[config.mk]
export PLATFORM = sky130hd
export DESIGN_NAME = decode_stage
export DESIGN_NICKNAME = d
export VERILOG_FILES = /design/src/rtl/decode_stage_pkg.sv /design/src/rtl/decode_stage_imm_gen.sv /design/src/rtl/decode_stage.sv
export SDC_FILE = /design/constraint.sdc
export NUM_CORES = 1
export LEC_CHECK = 0
export ABC_AREA = 1
export ABC_CLOCK_PERIOD_IN_PS = 2500
export BUFFER_PORTS_ARGS = -buffer_cell sky130_fd_sc_hd__buf_2
export CELL_PAD_IN_SITES_DETAIL_PLACEMENT = 2
export CELL_PAD_IN_SITES_GLOBAL_PLACEMENT = 2
export CORE_AREA = 2 2 134 136
export DETAILED_ROUTE_END_ITERATION = 6
export DIE_AREA = 0 0 136 138
export PLACE_DENSITY = 0.72
export REMOVE_ABC_BUFFERS = 1
export SYNTH_ARGS = -nofsm -noshare
export SYNTH_HDL_FRONTEND = slang
export SYNTH_SLANG_ARGS = --single-unit
[constraint.sdc]
create_clock -name i_clk -period 2.5 [get_ports i_clk]
set_clock_uncertainty 0.05 [all_clocks]
set_input_delay 0.125 -clock i_clk [delete_from_list [all_inputs] [get_ports i_clk]]
set_output_delay 0.125 -clock i_clk [all_outputs]
set_load 0.1 [all_outputs]
[src/rtl/decode_stage_pkg.sv]
// package_param: opcodes, instruction class enum and opcode-to-class helper for decode_stage
// Contents:
//   RTYPE..U2TYPE : 7-bit RV32 major opcodes
//   cls_e         : 4-bit instruction class code presented on o_class
//   op_class()    : maps opcode[6:0] to cls_e, unknown opcodes give CLS_ILLEGAL
package package_param;
   localparam logic [6:0] RTYPE  = 7'b0110011;
   localparam logic [6:0] ITYPE  = 7'b0010011;
   localparam logic [6:0] ILTYPE = 7'b0000011;
   localparam logic [6:0] IITYPE = 7'b1100111;
   localparam logic [6:0] IJTYPE = 7'b1101111;
   localparam logic [6:0] STYPE  = 7'b0100011;
   localparam logic [6:0] BTYPE  = 7'b1100011;
   localparam logic [6:0] U1TYPE = 7'b0110111;
   localparam logic [6:0] U2TYPE = 7'b0010111;
   localparam int CLS_W = 4;
   typedef enum logic [CLS_W-1:0] {
      CLS_R, CLS_I_ALU, CLS_I_LOAD, CLS_JALR, CLS_JAL,
      CLS_S, CLS_B, CLS_LUI, CLS_AUIPC, CLS_ILLEGAL
   } cls_e;
   function automatic cls_e op_class(input logic [6:0] op);
      return op == RTYPE  ? CLS_R      :
             op == ITYPE  ? CLS_I_ALU  :
             op == ILTYPE ? CLS_I_LOAD :
             op == IITYPE ? CLS_JALR   :
             op == IJTYPE ? CLS_JAL    :
             op == STYPE  ? CLS_S      :
             op == BTYPE  ? CLS_B      :
             op == U1TYPE ? CLS_LUI    :
             op == U2TYPE ? CLS_AUIPC  : CLS_ILLEGAL;
   endfunction
endpackage

[src/rtl/decode_stage_imm_gen.sv]
// imm_gen: combinational immediate extraction, sign-extended to XLEN
// Ports:
//   inst_i : instruction word
//   cls_i  : instruction class (package_param::cls_e code)
//   imm_o  : immediate, zero for R-type and illegal instructions
module imm_gen
   import package_param::*;
#(
   parameter int XLEN = 32
) (
   input  logic [31:0]      inst_i,
   input  logic [CLS_W-1:0] cls_i,
   output logic [XLEN-1:0]  imm_o
);
   logic [31:0] imm32;
   always_comb begin
      imm32 = (cls_i == CLS_I_ALU || cls_i == CLS_I_LOAD || cls_i == CLS_JALR) ?
                 {{20{inst_i[31]}}, inst_i[31:20]} :
              cls_i == CLS_S ? {{20{inst_i[31]}}, inst_i[31:25], inst_i[11:7]} :
              cls_i == CLS_B ? {{19{inst_i[31]}}, inst_i[31], inst_i[7], inst_i[30:25], inst_i[11:8], 1'b0} :
              cls_i == CLS_JAL ? {{11{inst_i[31]}}, inst_i[31], inst_i[19:12], inst_i[20], inst_i[30:21], 1'b0} :
              (cls_i == CLS_LUI || cls_i == CLS_AUIPC) ? {inst_i[31:12], 12'b0} : 32'b0;
   end
   // imm32 already carries inst[31] in its MSB, so a signed resize finishes the extension
   assign imm_o = XLEN'($signed(imm32));
endmodule

[src/rtl/decode_stage.sv]
// decode_stage: one-entry registered RV32 decode stage with valid/ready handshakes
// Ports:
//   i_clk, i_rst          : clock, asynchronous active-high reset
//   i_valid/o_ready       : upstream handshake carrying i_inst, i_pc
//   i_flush               : drop the held and the incoming instruction
//   o_valid/i_ready       : downstream handshake
//   o_pc, o_class, o_rd, o_rs1, o_rs2, o_funct3, o_funct7b5, o_imm, o_illegal : decoded fields
//   o_inst_cnt            : accepted legal instruction count, only with DECODE_PERF_CNT_EN defined
module decode_stage
   import package_param::*;
#(
   parameter int XLEN = 32
) (
   input  logic             i_clk,
   input  logic             i_rst,
   input  logic             i_valid,
   output logic             o_ready,
   input  logic [31:0]      i_inst,
   input  logic [XLEN-1:0]  i_pc,
   input  logic             i_flush,
   output logic             o_valid,
   input  logic             i_ready,
   output logic [XLEN-1:0]  o_pc,
   output logic [3:0]       o_class,
   output logic [4:0]       o_rd,
   output logic [4:0]       o_rs1,
   output logic [4:0]       o_rs2,
   output logic [2:0]       o_funct3,
   output logic             o_funct7b5,
   output logic [XLEN-1:0]  o_imm,
`ifdef DECODE_PERF_CNT_EN
   output logic [31:0]      o_inst_cnt,
`endif
   output logic             o_illegal
);
   logic            valid_q, valid_d, ill_q, f7b5_q, load;
   logic [XLEN-1:0] pc_q, imm_q, imm_d;
   cls_e            cls_q, cls_d;
   logic [4:0]      rd_q, rs1_q, rs2_q;
   logic [2:0]      f3_q;
   assign o_ready = !valid_q || i_ready;
   // flush wins over a simultaneous accept, so nothing is loaded in that cycle
   assign load    = i_valid && o_ready && !i_flush;
   assign valid_d = i_flush ? 1'b0 : o_ready ? i_valid : valid_q;
   assign cls_d   = op_class(i_inst[6:0]);
   imm_gen #(.XLEN(XLEN)) u_imm_gen (
      .inst_i (i_inst),
      .cls_i  (cls_d),
      .imm_o  (imm_d)
   );
   always_ff @(posedge i_clk or posedge i_rst) begin
      if (i_rst) begin
         valid_q <= 1'b0;
         pc_q    <= '0;
         cls_q   <= CLS_ILLEGAL;
         rd_q    <= '0;
         rs1_q   <= '0;
         rs2_q   <= '0;
         f3_q    <= '0;
         f7b5_q  <= 1'b0;
         imm_q   <= '0;
         ill_q   <= 1'b0;
      end else begin
         valid_q <= valid_d;
         if (load) begin
            pc_q   <= i_pc;
            cls_q  <= cls_d;
            rd_q   <= i_inst[11:7];
            rs1_q  <= i_inst[19:15];
            rs2_q  <= i_inst[24:20];
            f3_q   <= i_inst[14:12];
            f7b5_q <= i_inst[30];
            imm_q  <= imm_d;
            ill_q  <= cls_d == CLS_ILLEGAL;
         end
      end
   end
   assign o_valid    = valid_q;
   assign o_pc       = pc_q;
   assign o_class    = cls_q;
   assign o_rd       = rd_q;
   assign o_rs1      = rs1_q;
   assign o_rs2      = rs2_q;
   assign o_funct3   = f3_q;
   assign o_funct7b5 = f7b5_q;
   assign o_imm      = imm_q;
   assign o_illegal  = ill_q;
`ifdef DECODE_PERF_CNT_EN
   logic [31:0] cnt_q, cnt_d;
   assign cnt_d = (load && cls_d != CLS_ILLEGAL) ? cnt_q + 32'd1 : cnt_q;
   always_ff @(posedge i_clk or posedge i_rst) begin
      if (i_rst) cnt_q <= '0;
      else cnt_q <= cnt_d;
   end
   assign o_inst_cnt = cnt_q;
`endif
endmodule

==> flow_metrics.tcl, run 1 <==
set metrics [dict create \
    min_path_type "in -> reg" \
    antenna_found_initial 0 \
    synth_top_cell_by_area "dfrtp_1" \
    synth_edf_count 0 \
    drive_gt1_frac 0.285 \
    ant_nets 0 \
    worst_pin_slew_ns 0.757 \
    final.min_clock_period_ns 1.98 \
    row_count 49 \
    cts_buffers 9 \
    seqPwrFrac 0.340 \
    grt_pass1_vias 4833 \
    dieArea_sq_mm 0.0188 \
    synth.area.top_cells "dfrtp_1 (53%), nand2_1 (24%), nand3_1 (2.7%)" \
    dr.pass1.iters 4 \
    root_buffer "clkbuf_16" \
    startpoint_type "input pin" \
    clock_path_buffers 2 \
    synthArstFlopShare 1.00 \
    io_buffers 158 \
    ys_types 26 \
    vias 4174 \
    synthMuxAreaShare 0 \
    io_pins 159 \
    clkPwrFrac 0.310 \
    core_sq_mm 0.0175 \
    synth-xor-area-share 0 \
    setup_viol 0 \
    hold_path.startpoint "i_inst[7]" \
    cp.required_ns 2.73 \
    ir_drop_v 0.000372 \
    insertion_delay_ns 0.34 \
    p_per_area_mw_per_mm2 840 \
    fin_setup_tns_ns 0 \
    initial_core_util 0.234 \
    r2r_start "o_valid" \
    status "complete, no violations" \
    path_max_fanout 47 \
    crit_type "in -> reg" \
    synth_top_family_by_area "simple AND/OR/NAND/NOR gates" \
    hold_viol_final 0 \
    num-fill-cells 2074 \
    r2r_setup_slack_ns 0.58 \
    gp_congestion 0.785 \
    h-tree-depth 3 \
    cts_resized 0 \
    die_x_um 136 \
    wl_um 15400 \
    globalRouteTotalUtil 0.170 \
    final-seq-area_sq_mm 0.00223 \
    drc 0 \
    clkSinkCount 89 \
    cts_tree "built" \
    comb_power_share 0.350 \
    slew_violations 0 \
    yosys.cell_count.top_type "nand2_1" \
    p_switching_uw 2100 \
    fin_util 0.335 \
    min_to "o_rd[0]" \
    syn_to_final_growth_pct 43.0 \
    drt_iter0_drc 127 \
    finalCritPeriodShare 0.793 \
    ys_ff_latch 89 \
    r2r_cells 8 \
    synth_area_per_cell_sq_um 7.87 \
    synth-seq-area-share 0.543 \
    wire_per_inst_um 16.3 \
    ys.flop_type "dfrtp_1" \
    worstPathArrival_ns 2.21 \
    crit_path_end_kind "flop" \
    grt_max_degree 55 \
    antenna_cells 0 \
    nNetsFinal 779 \
    grt_overflow_total 0 \
    intPower_uw 2830 \
    grt_pass1_wl_um 25400 \
    syn_area_sq_mm 0.00410 \
    relSlewSlack 0.495 \
    rsz0062_at_grt "no" \
    power_uw 4930 \
    dp_hpwl_um 10500 \
    p_sw_frac 0.427 \
    timing.rr.end "o_pc[13]" \
    synth-simple-area-share 0.317 \
    die_height_um 138 \
    synth_warnings 0 \
    p_leak_uw 0.00350 \
    clk_pin_slew_worst_paths_ns 0.06 \
    hold_depth 3 \
    synth_commonest_cells "nand2_1 (262), dfrtp_1 (87), inv_1 (29)" \
    max_freq_mhz 505 \
    synth_top_cell_area_share 0.531 \
    synth_compound_area_frac 0.0683 \
    synthAdderAreaFrac 0 \
    multi_input_area_sq_mm 0.00159 \
    via_per_inst 4.42 \
    drv_cap 0 \
    synthCells 521 \
]
## critical path: stages
cell	delay, ns
dlygate4sd3_1	0.53
buf_2	0.13
nor2_1	0.17
nand2_4	0.24
inv_2	0.49
buf_12	0.30
nand2_1	0.11
nand2_1	0.07
## power groups by stage
stage	Combinational (uW)	Sequential [uW]	Clock, uW
after floorplan	218	2800	0
after global placement	1650	1690	0
after detailed placement	1670	1700	0
after CTS	1730	1680	1570
after global routing	1810	1700	1630
final	1720	1680	1530
## repair_timing
item / in CTS / in global routing
buffers inserted: 0 / 0
hold endpoints to repair: 93 / 0
hold buffers: 44 / 0
## state kept, by name, indices dropped and copies added, names as in the netlist
register	cells
o_illegal	1
o_valid	1
o_class	4
o_rs2	5
o_imm	32
o_rd	5
o_funct3	3
o_rs1	5
o_pc	32
o_funct7b5	1
## cells in the final DEF, fill, tap and decap left out, drive strengths merged, types with 6 or more instances in the layout
master / n
inv: 37
clkbuf: 14
dfrtp: 87
nand3: 24
nor2: 12
a31oi: 6
nand2: 270
buf: 162
nand4: 7
dlygate4sd3: 44
o21ai: 38
## metrics by stage
stage / cell area (sq um) / cells / hold WS (ns) / setup WS [ns]
floorplan: 3950 / 493 / 0.138 / -2.52
global route: 5870 / 944 / 0.0545 / 0.303
detailed placement: 5090 / 884 / 0.245 / 0.531
global placement: 5090 / 884 / 0.246 / 0.627
CTS: 5870 / 944 / 0.0118 / 0.472
finish: 5870 / 944 / 0.0260 / 0.518
## how the worst max path moves through the flow
stage / depth (start not counted) / end / start
final: 8 / o_pc[13] / i_flush
after global routing: 8 / o_pc[13] / i_flush
after CTS: 8 / o_imm[23] / i_flush
after detailed placement: 8 / o_pc[15] / o_valid
after global placement: 8 / o_rs2[4] / o_valid
after floorplan: 7 / o_imm[10] / o_valid
## logic make-up after synthesis
family | Yosys count
buf+inv | 65
compound gates | 53
simple gates | 314
flops | 89
## metal layers
metal	global-route usage	part of all wire	up-vias	routed length, um
met5	0	0	-	0
met1	0.210	0.43	2052	6620
met4	0.0510	0.014	0	220
li1	-	-	2001	-
met2	0.299	0.51	102	7850
met3	0.0315	0.044	19	677
## cell type report
cell class              count  area share
inverters                  37      0.0241
multi-input cells         367       0.271
well taps                 229      0.0488
clock buffers              14      0.0467
repair buffers            206       0.219
flip-flops and latches     89       0.380
clock inverters             2      0.0102
Power figures use the tool's default switching activity.
==> inputs of run 2 (changes only) <==
- ABC_AREA: 1 -> 0
- ABC_CLOCK_PERIOD_IN_PS: 2500 -> 1900
- CORE_AREA: 2 2 134 136 -> 2 2 122 124
- DIE_AREA: 0 0 136 138 -> 0 0 124 126
- PLACE_DENSITY: 0.72 -> 0.74
- clock period: 2.5 -> 1.9 ns (I/O delays scaled with it)
==> run 2 against run 1 <==
Compared with the run above:
- utilization increased by 6.9 points
- routed wire length fell by 2.5%
- critical path depth down 2
- via count fell by 8.2%
- critical endpoint is now o_imm[22]
==> flow_metrics.tcl, run 2 <==
set metrics [dict create \
    synth_edf_count 0 \
    io_buffers 158 \
    synth_warnings 0 \
    crit_path_end_kind "flop" \
    crit_chain "nor2b_1 > inv_1 > nand3b_1 > buf_4 > nor2_4 > a221o_2" \
    drc 0 \
    grt_max_degree 71 \
    synth_area_per_cell_sq_um 9.42 \
    synth-seq-area-share 0.589 \
    wl_um 15000 \
    synthCells 402 \
    slew_violations 0 \
    p_sw_frac 0.444 \
    num-fill-cells 1593 \
    grt_overflow_total 0 \
    p_per_area_mw_per_mm2 1170 \
    whs_ns 0.0194 \
    initial_core_util 0.265 \
    max_freq_mhz 567 \
    dieArea_sq_mm 0.0156 \
    status "complete, no violations" \
    drt_iter0_drc 140 \
    via_per_inst 4.75 \
    clk_pin_slew_worst_paths_ns 0.07 \
    synthArstFlopShare 1.00 \
    globalRouteTotalUtil 0.195 \
    intPower_uw 3770 \
    final_cell_mix "nand2_1 (164), buf_2 (158), dfrtp_1 (87)" \
    nNetsFinal 686 \
    gp_congestion 0.813 \
    insertion_delay_ns 0.34 \
    wire_per_inst_um 18.6 \
    synth_commonest_cells "nand2_1 (164), dfrtp_1 (87), nor2_1 (26)" \
    core_sq_mm 0.0143 \
    slowest_delay_ns 0.35 \
    synth_top_cell_by_area "dfrtp_1" \
    comb_power_share 0.377 \
    dp_hpwl_um 9350 \
    ir_drop_v 0.000649 \
    antenna_found_initial 1 \
    syn_to_final_growth_pct 52.6 \
    setup_viol 0 \
    vias 3832 \
    crit_type "reg -> reg" \
    clkSinkCount 89 \
    row_count 44 \
    synth_top_cell_area_share 0.575 \
    rsz0062_at_grt "no" \
    seqPwrFrac 0.331 \
    p_leak_uw 0.00302 \
    ant_nets 0 \
    clkPwrFrac 0.292 \
    ys.flop_type "dfrtp_1" \
    drv_cap 0 \
    dr.pass1.iters 4 \
    synth.area.top_cells "dfrtp_1 (57%), nand2_1 (16%), a21oi_1 (3.0%)" \
    root_buffer "clkbuf_16" \
    p_switching_uw 3010 \
    ys_ff_latch 89 \
    hold_viol_final 0 \
    ys_types 46 \
    path_max_fanout 11 \
    cp.required_ns 2.07 \
    layout_commonest_cell "nand2_1" \
    cts_buffers 9 \
    die_x_um 124 \
    startpoint_type "flop" \
    io_pins 159 \
    cts_tree "built" \
    fin_setup_tns_ns 0 \
    h-tree-depth 3 \
    finalCritPeriodShare 0.929 \
    worst_pin_slew_ns 0.674 \
    crit_slowest_cell "dfrtp_1" \
    grt_pass1_vias 4305 \
    relSlewSlack 0.548 \
    yosys.cell_count.top_type "nand2_1" \
    grt_pass1_wl_um 23700 \
    syn_area_sq_mm 0.00379 \
    worstPathArrival_ns 1.94 \
    final.min_clock_period_ns 1.76 \
    clock_path_buffers 2 \
    die_height_um 126 \
    drive_gt1_frac 0.331 \
    min_path_type "in -> reg" \
]
[run 2: changes by cell type after synthesis, sizes merged, moves of 7 or more]
cell / before / now
nor2: 12 / 26
a221o: 0 / 11
nand3: 24 / 6
o21ai: 38 / 6
inv: 37 / 4
a22o: 0 / 7
a21oi: 4 / 23
nand2: 270 / 164
[run 2: worst paths after layout]
check / startpoint / end / slack (ns) / depth (start not counted)
min reg2reg: o_pc[2] / o_pc[2] / 0.42 / 2
max reg2reg: o_valid / o_imm[22] / 0.14 / 6
max in group asynchronous: i_rst / o_pc[24] / 1.00 / 4
min: i_inst[1] / o_imm[31] / 0.02 / 3
max: o_valid / o_imm[22] / 0.14 / 6
min in group asynchronous: i_rst / o_pc[6] / 0.16 / 3
[run 2: kinds of logic after synthesis]
logic type                count (synthesis)  share of synthesized area
AOI/OAI and AO/OA                        68                      0.136
buffers and inverters                    30                     0.0380
and+or+nand+nor                         211                      0.227
muxes                                     2                    0.00528
xor gates and xnor gates                  2                    0.00462
DFF                                      89                      0.589
[run 2: cell type report]
cell class	count	area, sq um	area share
antenna	1	2.50	0.000433
clock buffer	11	253	0.0437
clock inverter	5	77.6	0.0134
inverter	4	17.5	0.00303
multi-input combinational	283	1430	0.248
sequential	89	2230	0.386
tap	184	230	0.0398
timing repair buffer	230	1540	0.266
[run 2: worst max-delay path, delay by kind of cell, from the launching register on]
family	cells	cell delay (ns)
flops	1	0.35
simple gates	3	0.62
buf+inv	2	0.28
compound gates	1	0.35
[run 2: metal layers]
metal  global-route usage  up-vias  share of wire
met4               0.0476        0          0.012
li1                     -     1776              -
met5                    0        -              0
met3               0.0634       14          0.065
met1                0.228     1937           0.40
met2                0.345      105           0.52
[run 2: repair_timing]
item                                    CTS  global route
pin swaps                                 0             1
hold endpoints to repair                161             0
gates resized for setup                   1             3
hold buffers                             60             0
buffers inserted                          0             1
endpoints found under the setup margin   11            13
cloned                                    0             1
[run 2: through the flow]
stage	worst slack, ns	std cells	power, uW	util	area (sq um)
2_1_floorplan	-2.75	376	4200	-	3660
3_3_place_gp	-0.0828	728	4670	0.336	4810
3_5_place_dp	-0.103	728	4720	0.336	4810
4_1_cts	0.0599	804	6830	0.402	5750
5_1_grt	0.0323	807	7060	0.404	5780
6_report	0.136	807	6780	0.404	5780
[run 2: power groups by stage]
stage               Sequential [uW]  Combinational (uW)  Clock (uW)
finish                         2240                2560        1980
CTS                            2250                2550        2030
global placement               2270                2410           0
detailed placement             2280                2450           0
global route                   2280                2670        2110
floorplan                      3870                 323           0
==> inputs of run 3 (changes only) <==
- CORE_AREA: 2 2 122 124 -> 3 3 123 125
- DIE_AREA: 0 0 124 126 -> 0 0 126 128
- PLACE_DENSITY: 0.74 -> default
- PLACE_DENSITY_LB_ADDON: default -> 0.1
==> run 3 against run 2 <==
Compared with the run above:
- sequential share of layout area is 0.25 points higher
- cell count is 0.50% lower
- worst hold slack better by 0.053 ns
- sequential cell count stayed put
- register-to-register slack better by 0.02 ns
- sequential power hardly changed
- clock-buffer cell count is 1 higher
- maximum frequency is 0.91% higher
- final area is 0.65% lower
- global-route usage is 1.5 points lower
- critical path depth is 1 lower
- via count is 2.1% lower
- largest cell class unchanged
- largest power group unchanged
- highest routed layer unchanged
==> flow_metrics.tcl, run 3 (same netlist as run 2, synthesis figures left out) <==
set metrics [dict create \
    status "complete, no violations" \
    wire_per_inst_um 17.5 \
    hold_depth 3 \
    clk_pin_slew_worst_paths_ns 0.06 \
    drv_cap 0 \
    worstPathArrival_ns 1.98 \
    num-fill-cells 1554 \
    r2r_setup_slack_ns 0.15 \
    nNetsFinal 687 \
    syn_to_final_growth_pct 51.6 \
    place_area_sq_mm 0.00481 \
    cp.required_ns 2.13 \
    dp_hpwl_um 9360 \
    p_per_area_mw_per_mm2 1160 \
    hold_viol_final 0 \
    via_per_inst 4.67 \
    drc 0 \
    max_freq_mhz 572 \
    antenna_cells 0 \
    dr.pass1.iters 4 \
    io_pins 159 \
    relSlewSlack 0.585 \
    min_path_type "in -> reg" \
    drt_iter0_drc 119 \
    initial_core_util 0.271 \
    p_leak_uw 0.00300 \
    row_count 43 \
    drive_gt1_frac 0.331 \
    timing.rr.end "o_imm[9]" \
    clock_path_buffers 2 \
    intPower_uw 3680 \
    dieArea_sq_mm 0.0161 \
    ant_nets 0 \
    power_uw 6650 \
    grt.met3_usage 0.0400 \
    timing.final.ws_setup_ns 0.151 \
    startpoint_type "flop" \
    r2r_cells 5 \
    gp_congestion 0.723 \
    final.min_clock_period_ns 1.75 \
    crit_type "reg -> reg" \
    cts_tree "built" \
    dp_cells 726 \
    wl_um 14000 \
    p_sw_frac 0.447 \
    core_sq_mm 0.0140 \
    seqPwrFrac 0.336 \
    use_met1 0.215 \
    cts_setup_buffers 0 \
    vias 3753 \
    preCtsSetupSlack_ns -0.0297 \
    io_buffers 158 \
    grt_pass1_wl_um 23200 \
    whs_ns 0.0725 \
    grt_pass1_vias 4244 \
    setup_viol 0 \
    path_max_fanout 70 \
    grt_overflow_total 0 \
    h-tree-depth 3 \
    layoutNonFillerInstCount 803 \
    design_area_sq_mm 0.00574 \
    hold_path.startpoint "i_inst[31]" \
    crit_path_end_kind "flop" \
    die_height_um 128 \
    globalRouteTotalUtil 0.180 \
    met2_usage 0.322 \
    rsz0062_at_grt "no" \
    clkSinkCount 89 \
    antenna_found_initial 0 \
    insertion_delay_ns 0.34 \
    layout_commonest_cell "nand2_1" \
    clkPwrFrac 0.282 \
    final_cell_mix "nand2_1 (164), buf_2 (158), dfrtp_1 (87)" \
    p_switching_uw 2970 \
    r2r_start "o_valid" \
    finalCritPeriodShare 0.920 \
    worst_pin_slew_ns 0.618 \
    die_x_um 126 \
    cts_buffers 9 \
    ir_drop_v 0.000416 \
    min_to "o_imm[31]" \
    root_buffer "clkbuf_16" \
    comb_power_share 0.382 \
    slew_violations 0 \
    busiest_layer "met2" \
    grt_max_degree 71 \
]
## run 3: cell count changes in the layout (fill, tap and decap cells not counted), sizes merged
cell,delta
buf,+1
bufinv,-1
clkinv,-1
clkinvlp,+1
diode,-1
dlygate4sd3,+1
## run 3: layer usage
layer	wire [um]	up-vias	part of all wire
met5	0	-	0
met4	205	0	0.015
met3	744	13	0.053
met2	7180	97	0.51
met1	5910	1860	0.42
li1	-	1783	-
## run 3: how the worst max path moves through the flow
stage / slack [ns] / endpoint / startpoint / cells after the start
after floorplan: -2.75 / o_imm[21] / o_valid / 5
after global placement: 0.06 / o_imm[27] / o_valid / 5
after detailed placement: -0.03 / o_imm[22] / o_valid / 5
after CTS: 0.06 / o_imm[9] / o_valid / 5
after global routing: 0.001 / o_imm[8] / o_valid / 5
final: 0.15 / o_imm[9] / o_valid / 5
## run 3: what timing repair did
item,in CTS,in global routing
hold buffers,61,0
setup endpoints to repair,11,1
resized for setup,1,1
endpoints found under the hold margin,99,0
## run 3: critical path: stages, from the launching register on
cell and delay, ns:
dfrtp_1 0.37, nor2b_1 0.17, nor3b_4 0.28, buf_12 0.33, o31a_2 0.32, a22o_1 0.15
## run 3: layout make-up
type                    instances  area, sq um  area share
clock buffers                  12          267      0.0464
clock inverters                 4         50.0     0.00871
inverters                       4         17.5     0.00305
multi-input cells             283         1430       0.248
flip-flops and latches         89         2230       0.388
well taps                     180          225      0.0392
repair buffers                231         1530       0.266
## run 3: power groups by stage
stage	Clock, uW	Sequential [uW]	Combinational (uW)
floorplan	0	3870	323
global placement	0	2260	2420
detailed placement	0	2270	2450
CTS	1950	2240	2550
global route	2010	2270	2660
finish	1870	2240	2540
## run 3: metrics by stage
step	utilization	setup TNS, ns
after floorplan	-	-239.80
after global placement	0.344	0
after detailed placement	0.344	-0.202
after CTS	0.410	0
after global routing	0.411	0
final	0.411	0
